File: src/rtl/mul_result_acc.sv
// Result accumulator behind the 4-bit multiplier: sums BURST_LEN products and holds the total until taken.
// Build option: define MUL_ACC_SAT_EN for a saturating accumulator (default wraps modulo 2^ACC_W).
module mul_result_acc #(
  parameter int PROD_W    = 8,
  parameter int ACC_W     = 10,
  parameter int BURST_LEN = 8
) (
  input  logic              clk,
  input  logic              rst_n,
  input  logic              in_valid,
  output logic              in_ready,
  input  logic [PROD_W-1:0] in_y,
  input  logic              clr,
  output logic              out_valid,
  input  logic              out_ready,
  output logic [ACC_W-1:0]  out_sum,
  output logic              out_ovf,
  output logic              busy
);

  localparam int CNT_W = (BURST_LEN > 2) ? $clog2(BURST_LEN) : 1;
  localparam logic [CNT_W-1:0] CNT_LAST = CNT_W'(BURST_LEN - 1);

  typedef enum logic [0:0] {ACC, HOLD} state_t;

  state_t           state;
  logic [ACC_W-1:0] acc;
  logic [CNT_W-1:0] cnt;
  logic             ovf;

  logic [ACC_W:0]   sum_ext;
  logic [ACC_W-1:0] acc_nxt;
  logic             carry;
  logic             accept;
  logic             last;

  always_comb begin
    sum_ext = {1'b0, acc} + (ACC_W+1)'(in_y);
    carry   = sum_ext[ACC_W];
`ifdef MUL_ACC_SAT_EN
    // Once clamped, every further add carries again, so acc stays at full scale.
    acc_nxt = carry ? {ACC_W{1'b1}} : sum_ext[ACC_W-1:0];
`else
    acc_nxt = sum_ext[ACC_W-1:0];
`endif
  end

  assign accept = in_valid & in_ready;
  assign last   = (cnt == CNT_LAST);
  assign busy   = (state == HOLD) | (cnt != '0);

  always_ff @(posedge clk) begin
    if (!rst_n) begin
      state     <= ACC;
      acc       <= '0;
      cnt       <= '0;
      ovf       <= 1'b0;
      in_ready  <= 1'b1;
      out_valid <= 1'b0;
      out_sum   <= '0;
      out_ovf   <= 1'b0;
    end else begin
      case (state)
        ACC: begin
          if (clr) begin
            // A beat arriving with clr is handshaken but discarded.
            acc <= '0;
            cnt <= '0;
            ovf <= 1'b0;
          end else if (accept) begin
            if (last) begin
              out_sum   <= acc_nxt;
              out_ovf   <= ovf | carry;
              acc       <= '0;
              cnt       <= '0;
              ovf       <= 1'b0;
              state     <= HOLD;
              in_ready  <= 1'b0;
              out_valid <= 1'b1;
            end else begin
              acc <= acc_nxt;
              cnt <= cnt + 1'b1;
              ovf <= ovf | carry;
            end
          end
        end
        HOLD: begin
          if (out_ready) begin
            state     <= ACC;
            in_ready  <= 1'b1;
            out_valid <= 1'b0;
          end
        end
        default: begin
          state     <= ACC;
          in_ready  <= 1'b1;
          out_valid <= 1'b0;
        end
      endcase
    end
  end

endmodule
File: config.mk
export PLATFORM = sky130hd
export DESIGN_NAME = mul_result_acc
export DESIGN_NICKNAME = d
export VERILOG_FILES = /design/src/rtl/mul_result_acc.sv
export SDC_FILE = /design/constraint.sdc
export NUM_CORES = 1
export LEC_CHECK = 0
export ABC_AREA = 1
export CAP_MARGIN = 25
export CORE_ASPECT_RATIO = 2
export CORE_MARGIN = 3
export CORE_UTILIZATION = 51
export DETAILED_ROUTE_END_ITERATION = 6
export HOLD_SLACK_MARGIN = 0.12
export PLACE_DENSITY = 0.75
export SLEW_MARGIN = 25
export SYNTH_ARGS = -nofsm -noshare
export SYNTH_HDL_FRONTEND = slang
export SYNTH_SLANG_ARGS = --single-unit
File: constraint.sdc
create_clock -name clk -period 3.05 [get_ports clk]
set_clock_uncertainty 0.2 [all_clocks]
set_input_delay 0.915 -clock clk [delete_from_list [all_inputs] [get_ports clk]]
set_output_delay 0.915 -clock clk [all_outputs]
set_load 0.01 [all_outputs]
==> results.toml <==
[sta]
grt_setup_unrepaired = "false"
max-slew-margin-rel = 0.657
fmax_mhz = 376
tns_ps = 0
timing_hold_violations_final = 0
tightest_slew_ps = 513
layout_min_cycle_time_ps = 2660
final-setup-viol-count = 0
finalCritPeriodShare = 0.872
maxSlewViolCount = 0

[routing]
dr.first_iter.drc_count = 46
drt-total-wl_um = 3580
ant_nets = 0
via_count = 1451
wire_per_inst_um = 12.9
routed_via_density = 5.24
drc = 0
firstDrtPassIters = 4

[synthesis]
ys_ff_latch = 28
synth_cell_types = 33
synthFlopType = "dfxtp_1"
syn_nets = 246
synthTopCellsByArea = "dfxtp_1, nand2_1, ha_1, nor2_1, nand3_2"
synthArstFlopShare = 0
yosysTopAreaCellShare = 0.335
synth_edf_count = 0
synth_cells = 221
seq_area_frac_synth = 0.335
syn_avg_cell_area_um2 = 7.57
yosysWarnings = 0
synth_area_leader_cell = "dfxtp_1"
synth.cell_area_um2 = 1670

[global_route]
grt_max_degree = 20
grt_usage = 0.206
grt_pass1_wl_um = 6200
antenna_found_initial = 0
grt_pass1_vias = 1448
grt_overflow = 0

[floorplan]
start_util = 0.549
die_width_um = 46.5
row_count = 28
die_h_um = 87.0
die_area_um2 = 4040
core-area_um2 = 3050
io-pin-count = 27

[power]
peakVddDrop_mv = 0.256
cellPowerDensity_nw_per_um2 = 348
leakagePower_uw = 0.000896

[clock_tree]
htreeDepth = 1
clk_latency_ps = 270
ctsRootBufferMaster = "clkbuf_8"
holdBufCountCts = 0
postCtsResizedCells = 0
cts_made_buffers = 3
clock_sinks = 28
clkTransAtPathRegs_ps = 90
cts_tree = "yes"
clock_path_buffers = 2
cts_setup_buffers = 0

[placed_design]
post-place-cells = 274
port_buffers = 26
place.gp.congestion = 0.856
hpwl_um = 2820

[setup_path]
start_kind = "primary input"
worstPathArrival_ps = 2640
cp.required_ps = 3030
crit_type = "primary input to flop"
crit_path_end_kind = "flop"
rr_worst_depth = 10
worst-path-max-fanout = 3

[worst_hold_path]
hold_class = "flop to flop"
hold_path_depth = 2

[finish]
final_cell_mix = "nand2_1, dfxtp_1, nor2_1, clkdlybuf4s50_1, inv_1"
fin_cells = 277
final_util = 0.649
final_common_cell = "nand2_1"
drive_above_1_share = 0.166
diodes = 0
area_growth_pct = 18.3
num-nets-final = 274

[status]
outcome = "complete, no violations"

[job]
maxCapViolations = 0
==> final cells by class <==
type	instances	area (um2)
timing repair buffer	28	275
fill	289	1070
tap	30	37.5
sequential	28	561
multi-input combinational	160	956
inverter	28	109
clock buffer	3	41.3
==> sequential cells by signal (all words and copies together) (netlist names) <==
signal,count
state,1
out_sum,10
out_valid,1
cnt,3
in_ready,1
out_ovf,1
acc,10
ovf,1
==> per-stage QoR <==
stage	area [um2]	power (uW)	worst slack [ps]	hold WS (ps)
global placement	1940	496	141	250
global route	1980	727	287	293
finish	1980	689	391	272
floorplan	1670	462	646	248
detailed placement	1940	499	116	260
CTS	1980	699	396	275
==> critical path: stages <==
cell,delay (ps)
clkdlybuf4s50_1,400
ha_1,260
fa_1,410
nand2_1,80
nand2_1,80
nand3_1,130
nand3_1,130
nand2_1,90
nand2_1,50
nand2_1,60
inv_1,30
==> worst paths after layout <==
check	startpoint	to	slack, ps
setup / recovery	in_y[0]	out_sum[8]	390
setup reg to reg	acc[0]	out_sum[8]	1130
hold reg to reg	out_valid	out_valid	270
hold / removal	out_valid	out_valid	270
==> kinds of logic (layout without fill, tap and decap cells) <==
group                    after synthesis  in the layout  share of synthesized area
flip-flops                            28             28                      0.335
XOR/XNOR                               3              3                     0.0157
AO/OA/AOI/OAI                         33             33                      0.136
AND/OR/NAND/NOR                      112            112                      0.325
buffers and inverters                 33             59                     0.0935
adder cells (fa/ha/maj)               12             12                     0.0942
==> Yosys cell counts (4+ instances only) <==
| cell | number |
|---|---|
| nand3_2 | 9 |
| inv_1 | 21 |
| nand2_2 | 5 |
| ha_1 | 11 |
| nand3_1 | 6 |
| a21oi_1 | 7 |
| a21oi_2 | 9 |
| dfxtp_1 | 28 |
| nand2_1 | 57 |
| o21ai_0 | 9 |
| nor2_1 | 26 |
| inv_2 | 4 |
==> report_power, final <==
part | total, uW | leakage, uW | switching (uW) | internal, uW
clock | 200 | 0.0000216 | 112 | 88.7
combinational | 114 | 0.000648 | 66.5 | 47.5
sequential | 375 | 0.000226 | 3.68 | 371
==> layer usage <==
layer,track usage,vias to the layer above,wire length [um]
li1,-,759,-
met4,0.0777,0,73
met2,0.389,27,2060
met1,0.216,658,1350
met3,0.0186,7,95
met5,0,-,0
(Power assumes the default switching activity.)
